===== src/rtl/motor_pkg.sv =====
// Shared types and constants for the motor ramp sequencer.
// Holds the sequencer state enum, the command-status flag bundle,
// the speed ceiling and the direction encodings.
// Optional feature macro: MOTOR_ESTOP_EN (adds the ESTOP state).
package motor_pkg;

  localparam int unsigned MOTOR_MAX_SPEED = 100;
  localparam logic        DIR_FWD         = 1'b1;
  localparam logic        DIR_REV         = 1'b0;

  typedef enum logic [2:0] {
    S_HOLD,
    S_RAMP,
    S_BRAKE,
    S_DWELL
`ifdef MOTOR_ESTOP_EN
    , S_ESTOP
`endif
  } motor_state_t;

  // Registered status flags that follow the state register
  typedef struct packed {
    logic cmd_ready;
    logic busy;
    logic at_target;
  } motor_status_t;

  // Status flags implied by a state
  function automatic motor_status_t status_of(motor_state_t s);
    motor_status_t st;
    st.cmd_ready = (s == S_HOLD) || (s == S_RAMP) || (s == S_BRAKE);
    st.busy      = (s != S_HOLD);
    st.at_target = (s == S_HOLD);
    return st;
  endfunction

endpackage


===== src/rtl/motor_ramp_ctrl_if.sv =====
// Command handshake bundle for motor_ramp_ctrl.
// Signals: cmd_valid (command presented), cmd_ready (command can be taken),
// cmd_speed (target speed 0..255), cmd_dir (1 = forward, 0 = reverse).
// master = command source, slave = sequencer.
interface motor_ramp_ctrl_if;

  logic       cmd_valid;
  logic       cmd_ready;
  logic [7:0] cmd_speed;
  logic       cmd_dir;

  modport master (
    output cmd_valid,
    output cmd_speed,
    output cmd_dir,
    input  cmd_ready
  );

  modport slave (
    input  cmd_valid,
    input  cmd_speed,
    input  cmd_dir,
    output cmd_ready
  );

endinterface


===== src/rtl/ramp_tick_gen.sv =====
// Free-running ramp prescaler: one single-cycle tick every RAMP_DIV cycles.
// Ports: clk_10k (clock), rst_n (async active-low reset), tick (step strobe).
// The counter runs 0..RAMP_DIV-1 and tick is high while it holds RAMP_DIV-1.
module ramp_tick_gen #(
  parameter int unsigned RAMP_DIV = 100
) (
  input  logic clk_10k,
  input  logic rst_n,
  output logic tick
);

  localparam int unsigned    CW   = (RAMP_DIV > 1) ? $clog2(RAMP_DIV) : 1;
  localparam logic [CW-1:0]  LAST = CW'(RAMP_DIV - 1);
  localparam logic [CW-1:0]  PRE  = CW'(RAMP_DIV - 2);

  logic [CW-1:0] cnt;

  // tick is registered one count early so it coincides with cnt == LAST
  always_ff @(posedge clk_10k or negedge rst_n) begin
    if (!rst_n) begin
      cnt  <= '0;
      tick <= 1'b0;
    end else begin
      cnt  <= (cnt == LAST) ? '0 : cnt + CW'(1);
      tick <= (RAMP_DIV == 1) ? 1'b1 : (cnt == PRE);
    end
  end

endmodule


===== src/rtl/motor_ramp_ctrl.sv =====
// Motion sequencer in front of the PWM motor driver.
// Accepts speed/direction commands and ramps speed one step per prescaler
// tick; reversals go brake -> dead-time dwell -> ramp-up so direction only
// ever changes at zero speed.
// Ports: clk_10k, rst_n (async active-low), cmd (command handshake, slave),
//        estop (only with MOTOR_ESTOP_EN), speed[7:0], direction, busy,
//        at_target.
// Optional feature macro: MOTOR_ESTOP_EN (emergency stop input and state).
module motor_ramp_ctrl
  import motor_pkg::*;
#(
  parameter int unsigned RAMP_DIV  = 100,
  parameter int unsigned DWELL_CYC = 500,
  parameter int unsigned MAX_SPEED = MOTOR_MAX_SPEED
) (
  input  logic                clk_10k,
  input  logic                rst_n,
  motor_ramp_ctrl_if.slave    cmd,
`ifdef MOTOR_ESTOP_EN
  input  logic                estop,
`endif
  output logic [7:0]          speed,
  output logic                direction,
  output logic                busy,
  output logic                at_target
);

  localparam int unsigned    DWW        = (DWELL_CYC > 1) ? $clog2(DWELL_CYC) : 1;
  localparam logic [DWW-1:0] DWELL_LOAD = DWW'(DWELL_CYC - 1);
  localparam logic [7:0]     MAX_S      = 8'(MAX_SPEED);

  motor_state_t   state;
  motor_status_t  status_q;
  logic [7:0]     tgt_speed;
  logic           tgt_dir;
  logic [DWW-1:0] dwell_cnt;
  logic           tick;

  logic           accept;
  logic [7:0]     tgt_new;
  logic [7:0]     ramp_next;
  motor_state_t   acc_state;

  ramp_tick_gen #(.RAMP_DIV(RAMP_DIV)) u_tick (
    .clk_10k (clk_10k),
    .rst_n   (rst_n),
    .tick    (tick)
  );

  assign cmd.cmd_ready = status_q.cmd_ready;
  assign busy          = status_q.busy;
  assign at_target     = status_q.at_target;

  assign accept  = cmd.cmd_valid && status_q.cmd_ready;
  assign tgt_new = (cmd.cmd_speed > MAX_S) ? MAX_S : cmd.cmd_speed;

  // One step toward the target; never called with speed == tgt_speed
  assign ramp_next = (speed < tgt_speed) ? speed + 8'd1 : speed - 8'd1;

  // Destination state for a freshly accepted command
  always_comb begin
    acc_state = S_HOLD;
    if (cmd.cmd_dir == direction) begin
      acc_state = (speed == tgt_new) ? S_HOLD : S_RAMP;
    end else begin
      acc_state = (speed == 8'd0) ? S_DWELL : S_BRAKE;
    end
  end

  // Sequencer FSM with target registers, dwell counter and status flags
  always_ff @(posedge clk_10k or negedge rst_n) begin
    if (!rst_n) begin
      state     <= S_HOLD;
      status_q  <= status_of(S_HOLD);
      speed     <= 8'd0;
      direction <= DIR_FWD;
      tgt_speed <= 8'd0;
      tgt_dir   <= DIR_FWD;
      dwell_cnt <= '0;
    end
`ifdef MOTOR_ESTOP_EN
    else if (estop) begin
      // Target direction follows the held direction so release lands in HOLD
      state     <= S_ESTOP;
      status_q  <= status_of(S_ESTOP);
      speed     <= 8'd0;
      tgt_speed <= 8'd0;
      tgt_dir   <= direction;
    end else if (state == S_ESTOP) begin
      state     <= S_HOLD;
      status_q  <= status_of(S_HOLD);
      speed     <= 8'd0;
    end
`endif
    else if (accept) begin
      // A command takes precedence over a same-cycle ramp tick
      tgt_speed <= tgt_new;
      tgt_dir   <= cmd.cmd_dir;
      state     <= acc_state;
      status_q  <= status_of(acc_state);
      if (acc_state == S_DWELL) begin
        dwell_cnt <= DWELL_LOAD;
      end
    end else begin
      case (state)
        S_RAMP: begin
          if (tick) begin
            speed <= ramp_next;
            if (ramp_next == tgt_speed) begin
              state    <= S_HOLD;
              status_q <= status_of(S_HOLD);
            end
          end
        end
        S_BRAKE: begin
          if (tick) begin
            if (speed != 8'd0) begin
              speed <= speed - 8'd1;
            end
            if (speed <= 8'd1) begin
              state     <= S_DWELL;
              status_q  <= status_of(S_DWELL);
              dwell_cnt <= DWELL_LOAD;
            end
          end
        end
        S_DWELL: begin
          if (dwell_cnt == '0) begin
            direction <= tgt_dir;
            if (tgt_speed == 8'd0) begin
              state    <= S_HOLD;
              status_q <= status_of(S_HOLD);
            end else begin
              state    <= S_RAMP;
              status_q <= status_of(S_RAMP);
            end
          end else begin
            dwell_cnt <= dwell_cnt - DWW'(1);
          end
        end
        default: ;
      endcase
    end
  end

endmodule


===== src/flat_wrapper.sv =====
// flat-port wrapper written by rule: the top's interface ports become plain ports
module motor_ramp_ctrl_flat import motor_pkg::*;
#(
  parameter int unsigned RAMP_DIV  = 100,
  parameter int unsigned DWELL_CYC = 500,
  parameter int unsigned MAX_SPEED = MOTOR_MAX_SPEED
)
  (clk_10k, rst_n, speed, direction, busy, at_target, cmd_cmd_valid, cmd_cmd_speed, cmd_cmd_dir, cmd_cmd_ready);
  motor_ramp_ctrl_if cmd_i ();
  input  logic clk_10k;
  input  logic rst_n;
  output logic [7:0] speed;
  output logic direction;
  output logic busy;
  output logic at_target;
  input wire logic [$bits(cmd_i.cmd_valid)-1:0] cmd_cmd_valid;
  input wire logic [$bits(cmd_i.cmd_speed)-1:0] cmd_cmd_speed;
  input wire logic [$bits(cmd_i.cmd_dir)-1:0] cmd_cmd_dir;
  output wire logic [$bits(cmd_i.cmd_ready)-1:0] cmd_cmd_ready;
  assign cmd_i.cmd_valid = cmd_cmd_valid;
  assign cmd_i.cmd_speed = cmd_cmd_speed;
  assign cmd_i.cmd_dir = cmd_cmd_dir;
  assign cmd_cmd_ready = cmd_i.cmd_ready;
  motor_ramp_ctrl #(.RAMP_DIV(RAMP_DIV), .DWELL_CYC(DWELL_CYC), .MAX_SPEED(MAX_SPEED)) u_core (.clk_10k(clk_10k), .rst_n(rst_n), .cmd(cmd_i), .speed(speed), .direction(direction), .busy(busy), .at_target(at_target));
endmodule

===== config.mk =====
export PLATFORM = sky130hd
export DESIGN_NAME = motor_ramp_ctrl_flat
export DESIGN_NICKNAME = d
export VERILOG_FILES = /design/src/rtl/motor_pkg.sv /design/src/rtl/motor_ramp_ctrl_if.sv /design/src/rtl/ramp_tick_gen.sv /design/src/rtl/motor_ramp_ctrl.sv /design/src/flat_wrapper.sv
export SDC_FILE = /design/constraint.sdc
export NUM_CORES = 1
export LEC_CHECK = 0
export BUFFER_PORTS_ARGS = -buffer_cell sky130_fd_sc_hd__buf_2
export CAP_MARGIN = 20
export CORE_UTILIZATION = 56
export CTS_CLUSTER_SIZE = 40
export DETAILED_ROUTE_END_ITERATION = 12
export GPL_ROUTABILITY_DRIVEN = 0
export PLACE_DENSITY = 0.76
export SETUP_SLACK_MARGIN = 0.2
export SLEW_MARGIN = 5
export SYNTH_ARGS = -nofsm -noshare
export SYNTH_HDL_FRONTEND = slang
export SYNTH_SLANG_ARGS = --single-unit

===== constraint.sdc =====
create_clock -name clk_10k -period 3.4 [get_ports clk_10k]
set_clock_uncertainty 0.1 [all_clocks]
set_input_delay 0.34 -clock clk_10k [delete_from_list [all_inputs] [get_ports clk_10k]]
set_output_delay 0.34 -clock clk_10k [all_outputs]
set_load 0.02 [all_outputs]

==> impl_metrics.yaml, run 1 <==
setup_path:
  crit_cells: 11
  arrival_ps: 3190
  cpLargestDelayFamily: "compound AO/OA/AOI/OAI gates"
  reg2regPathDepth: 11
  crit_chain: "inv_1 -> ha_1 -> nor2b_1 -> o211ai_1 -> a21oi_1 -> nor3_4 -> mux2i_1 -> xnor2_1 -> nand3_1 -> o311ai_4 -> mux2_4"
  slowest_delay_ps: 510
  cp.required_ps: 3490
  crit_fanout: 10
  startpoint_type: "register"
  crit_slowest_cell: "dfrtp_1"
  critPathBufInv: 1
  path_class: "reg -> reg"
  endpoint_kind: "register"
floorplan:
  io_pins: 24
  die_area_mm2: 0.00517
  core-area_mm2: 0.00472
  die_y_um: 71.9
  std_cell_rows: 25
  start_util_pct: 57.9
  die_w_um: 71.9
sta:
  max_freq_ghz: 0.322
  rsz0062_at_grt: "no"
  hold_slack_ps: 67.8
  finalCritPeriodShare_pct: 91.2
  slew_viol_final: 0
  setup-tns-final_ps: 0
  finalSetupViolations: 0
  period_minus_slack_ps: 3100
  fin_ws_ps: 299
  worst_pin_slew_ps: 909
  max_slew_margin_pct: 39.4
  finalHoldViolations: 0
cells_and_area:
  final_cell_area_mm2: 0.00302
  syn_to_final_growth_pct: 10.5
  n_antenna_cell: 0
  drive_above_1_share_pct: 17.5
  nets: 358
  final_util_pct: 64.0
synthesis:
  synth_ff_type: "dfrtp_1"
  synthCells: 303
  synth-edff-count: 0
  synth_nets: 330
  synth-seq-cells: 40
  ys_seq_area_share_pct: 36.8
  ys_types: 49
  ys_warn_count: 0
  synth_area_mm2: 0.00274
  syn_avg_cell_area_um2: 9.03
  synthArstFlopShare_pct: 100
power_and_ir_drop:
  ir_drop_mv: 0.370
  p_leak_nw: 1.41
  power.density_mw_per_mm2: 462
global_routing:
  grtUsageTotal_pct: 25.8
  antenna_found_initial: 0
  grt_pass1_wl_mm: 10.1
  grt_max_degree: 41
  grt-ovfl-total: 0
  grt_pass1_vias: 2107
routing:
  routed_via_density: 5.77
  via_count: 2304
  totalWireLength_mm: 6.41
  met2_length_mm: 3.03
  post_drt_wl_per_cell_um: 16.1
  drt-met1-wl_mm: 2.87
  drt-initial-drc-count: 168
  top_layer: "met4"
  drcViolationCount: 0
  final_antenna_net_count: 0
  met3WireLength_um: 345
  firstDrtPassIters: 4
cts:
  cts.sinks: 40
  cts_root_buffer: "clkbuf_8"
  clock_latency_ps: 300
  clk_pin_slew_ps: 80
  cts_buffers: 5
  cts_tree: "done"
  clk_path_buf_depth: 2
  htree_levels: 2
place:
  dpl_worst_slack_ps: 330
  placed_cell_area_mm2: 0.00290
  dpl.hpwl_mm: 4.65
  portBuffers: 23
outcome:
  status: "completed"
hold_path:
  hold_class: "in -> async"
run:
  cap_violations: 0
## area by class of cell
class | instances | area (um2)
inverter | 19 | 71.3
timing repair buffer | 32 | 183
multi-input combinational | 233 | 1590
clock inverter | 1 | 7.51
sequential | 40 | 1010
tap | 67 | 83.8
clock buffer | 7 | 86.3
fill | 393 | 1700
## path summary, 6_finish.rpt
check	slack, ps	start	to
worst max-delay path	300	u_core.speed[0]	u_core.busy
worst min-delay path	70	rst_n	u_core.busy
worst max register to register	300	u_core.speed[0]	u_core.busy
worst min register to register	380	u_core.at_target	u_core.at_target
max in group asynchronous	2560	rst_n	u_core.tgt_speed[2]
min in group clk_10k	160	cmd_cmd_valid	u_core.tgt_speed[7]
## where the power goes
part	leakage, nW	internal [mW]	total [mW]	switching, mW
combinational	0.892	0.178	0.415	0.236
clock	0.0445	0.165	0.337	0.172
sequential	0.476	0.560	0.645	0.0843
## sequential cells by signal, summed over array words and instances (netlist names), 2 cells and up
| signal | count |
|---|---|
| u_core.dwell_cnt | 9 |
| u_core.speed | 8 |
| u_core.state | 2 |
| u_core.tgt_speed | 8 |
| u_core.u_tick.cnt | 7 |
## cell usage in the layout, fill, tap and decap left out, types with 4 or more instances in the layout
master | netlist | layout
o21ai_0 | 22 | 22
dfstp_2 | 4 | 4
buf_2 | 0 | 23
or3_1 | 4 | 4
xnor2_1 | 15 | 15
nor4_1 | 6 | 5
mux2i_1 | 12 | 12
nor3_1 | 9 | 9
and2_1 | 4 | 4
inv_1 | 19 | 19
xor2_1 | 10 | 10
nand3_1 | 10 | 10
a21oi_1 | 19 | 19
ha_1 | 15 | 15
dfrtp_1 | 36 | 36
nand2_1 | 35 | 35
buf_4 | 0 | 9
nor2_1 | 21 | 21
clkbuf_8 | 0 | 6
and3_1 | 4 | 4
## per-layer routing
| metal | vias up | track usage, % |
|---|---|---|
| met1 | 1085 | 34.4 |
| met5 | - | 0 |
| li1 | 1123 | - |
| met2 | 80 | 40.6 |
| met3 | 16 | 4.86 |
| met4 | 0 | 12.6 |
## metrics by stage
step / power (mW) / std cells
4_1_cts: 1.39 / 396
3_3_place_gp: 1.04 / 388
3_5_place_dp: 1.05 / 388
2_1_floorplan: 0.945 / 303
6_report: 1.40 / 399
5_1_grt: 1.47 / 399
## cells by family after synthesis
kind of cell / Yosys count / share of synthesized area [%]
flip-flops: 40 / 36.8
buffers and inverters: 30 / 5.49
adder cells (fa/ha/maj): 15 / 6.86
XOR/XNOR: 26 / 8.60
AND/OR/NAND/NOR: 108 / 19.8
AO/OA/AOI/OAI: 68 / 16.2
multiplexers: 16 / 6.31
## synthesized netlist by cell type, drive strengths merged, types with 3 or more instances
| cell type | instances | share of area, % |
|---|---|---|
| buf | 5 | 2.1 |
| nand2b | 3 | 0.69 |
| mux2i | 12 | 4.4 |
| clkbuf | 6 | 0.82 |
| nor4 | 6 | 1.4 |
| nand2 | 35 | 4.8 |
| xor2 | 10 | 3.2 |
| nand3 | 10 | 1.8 |
| a21oi | 19 | 3.5 |
| nor2 | 21 | 2.9 |
| ha | 15 | 6.9 |
| o31ai | 3 | 0.82 |
| a211o | 3 | 0.96 |
| dfstp | 4 | 3.8 |
| inv | 19 | 2.6 |
| and2 | 4 | 0.91 |
| or3 | 6 | 1.7 |
| o21ai | 22 | 4.0 |
| dfrtp | 36 | 33 |
| and3 | 6 | 1.5 |
| nor3 | 11 | 2.6 |
| xnor2 | 16 | 5.4 |
| a31oi | 3 | 0.69 |
| mux2 | 4 | 1.9 |
## repair_timing
action                     CTS  global route
setup buffers                0             3
gates resized for setup      0             1
hold buffers                 0             0
setup endpoints to repair    0             2
Note: power is estimated with default switching activity, not from simulation.
==> run 2, diff against run 1 <==
- CTS_BUF_LIST: unset -> sky130_fd_sc_hd__clkbuf_2
==> impl_metrics.yaml, run 2 (same netlist as run 1, synthesis figures left out) <==
sta:
  max_slew_margin_pct: 39.6
  slew_viol_final: 0
  worst_pin_slew_ps: 906
  rsz0062_at_grt: "no"
  fin_ws_ps: 311
  setup-tns-final_ps: 0
  finalSetupViolations: 0
  finalHoldViolations: 0
  finalCritPeriodShare_pct: 90.8
  period_minus_slack_ps: 3090
  max_freq_ghz: 0.324
floorplan:
  core-area_mm2: 0.00472
  std_cell_rows: 25
  start_util_pct: 57.9
  die_w_um: 71.9
  die_y_um: 71.9
  io_pins: 24
  die_area_mm2: 0.00517
global_routing:
  grt_max_degree: 41
  grt-ovfl-total: 0
  grt_pass1_vias: 2063
  grt_pass1_wl_mm: 10.1
  grtUsageTotal_pct: 25.5
  antenna_found_initial: 0
setup_path:
  startpoint_type: "register"
  arrival_ps: 3290
  crit_slowest_cell: "dfrtp_1"
  reg2regPathDepth: 11
  reg2reg_slack_ps: 310
  crit_chain: "inv_1 -> ha_1 -> nor2b_1 -> o211ai_1 -> a21oi_1 -> nor3_4 -> mux2i_1 -> xnor2_1 -> nand3_1 -> o311ai_4 -> mux2_4"
  endpoint_kind: "register"
  r2r_start: "u_core.speed[0]"
  crit_fanout: 10
  cp.required_ps: 3600
  r2r_end: "u_core.busy"
  slowest_delay_ps: 550
  path_class: "reg -> reg"
cells_and_area:
  final_util_pct: 63.1
  fillers: 407
  final_cell_area_mm2: 0.00298
  drive_above_1_share_pct: 17.4
  largest-register: "u_core.dwell_cnt"
  final_common_cell: "dfrtp_1"
  largest_register_ffs: 9
  final_cell_mix: "dfrtp_1 (36), nand2_1 (35), buf_2 (23)"
  layout_top_registers: "u_core.dwell_cnt x9, u_core.speed x8, u_core.tgt_speed x8"
  nets: 359
  n_antenna_cell: 0
  syn_to_final_growth_pct: 8.96
power_and_ir_drop:
  swShare_pct: 37.5
  power_switching_mw: 0.475
  clkPwrFrac_pct: 16.5
  p_leak_nw: 1.40
  power_mw: 1.27
  ir_drop_mv: 0.339
  p_int_mw: 0.790
  seq_power_share_pct: 50.7
  power_frac_comb_pct: 32.8
  power.density_mw_per_mm2: 424
hold_path:
  hold_path_depth: 2
  hp-start: "cmd_cmd_valid"
  holdPathEnd: "u_core.tgt_speed[7]"
  hold_class: "in -> reg"
routing:
  routed_via_density: 5.76
  via_count: 2304
  drt-initial-drc-count: 155
  final_antenna_net_count: 0
  drcViolationCount: 0
  post_drt_wl_per_cell_um: 15.8
  totalWireLength_mm: 6.31
  firstDrtPassIters: 4
place:
  dpl.hpwl_mm: 4.65
  portBuffers: 23
  placed_cell_area_mm2: 0.00290
  dpl_worst_slack_ps: 330
cts:
  clk_pin_slew_ps: 210
  clk_path_buf_depth: 2
  cts.sinks: 40
  htree_levels: 2
  cts_tree: "done"
  cts_buffers: 5
  clock_latency_ps: 380
  cts_root_buffer: "clkbuf_2"
outcome:
  status: "completed"
run:
  cap_violations: 0
==> run 2: cell count changes in the layout (fill, tap and decap cells not counted), sizes merged <==
| cell | before | now |
|---|---|---|
| clkbuf | 7 | 6 |
| clkinv | 0 | 1 |
| dlygate4sd3 | 0 | 1 |
==> run 2: metrics by stage <==
step / hold slack (ps) / cells
floorplan: -55.6 / 303
global placement: 363 / 388
detailed placement: 368 / 388
CTS: 33.1 / 397
global route: 21.6 / 400
finish: 50.3 / 400
==> run 2: cell type report <==
| cell class | instances | area [um2] | share of cell area (%) |
|---|---|---|---|
| clock buffers | 6 | 30.0 | 1.01 |
| clock inverters | 2 | 11.3 | 0.378 |
| repair buffers | 33 | 193 | 6.46 |
| inverters | 19 | 71.3 | 2.39 |
| multi-input cells | 233 | 1590 | 53.2 |
| well taps | 67 | 83.8 | 2.81 |
| flip-flops and latches | 40 | 1010 | 33.7 |
==> run 2: metal layers <==
metal | track usage [%] | vias up | share of wire [%]
met2 | 39.9 | 74 | 47
li1 | - | 1130 | -
met4 | 10.0 | 0 | 2.3
met1 | 35.6 | 1084 | 47
met5 | 0 | - | 0
met3 | 4.31 | 16 | 4.2
==> run 2: worst max-delay path by stage <==
stage | startpoint | end | slack [ps] | cells past startpoint
2_1_floorplan | u_core.speed[1] | u_core.busy | 480 | 10
3_3_place_gp | u_core.speed[1] | u_core.busy | 450 | 10
3_5_place_dp | u_core.speed[0] | u_core.busy | 330 | 11
4_1_cts | u_core.speed[0] | u_core.busy | 300 | 11
5_1_grt | u_core.speed[0] | u_core.busy | 170 | 11
6_report | u_core.speed[0] | u_core.busy | 310 | 11
==> run 2: power by group through the flow <==
stage | Clock [mW] | Sequential [mW] | Combinational [mW]
after floorplan | 0 | 0.636 | 0.309
after global placement | 0 | 0.647 | 0.389
after CTS | 0.219 | 0.640 | 0.401
after global routing | 0.240 | 0.655 | 0.458
after detailed placement | 0 | 0.649 | 0.399
final | 0.209 | 0.642 | 0.415
==> run 2: timing repair <==
item	4_1_cts	5_1_grt
gates resized for setup	0	1
endpoints found under the hold margin	36	0
buffers inserted	0	3
hold buffers	1	0
endpoints found under the setup margin	0	2
==> run 2: critical path: cells and delay by family, from the launching register on <==
kind	cells	cell delay [ps]
compound gates	3	710
xor+xnor	1	140
fa+ha+maj	1	170
buf+inv	1	220
flops	1	550
mux	2	620
simple gates	3	510
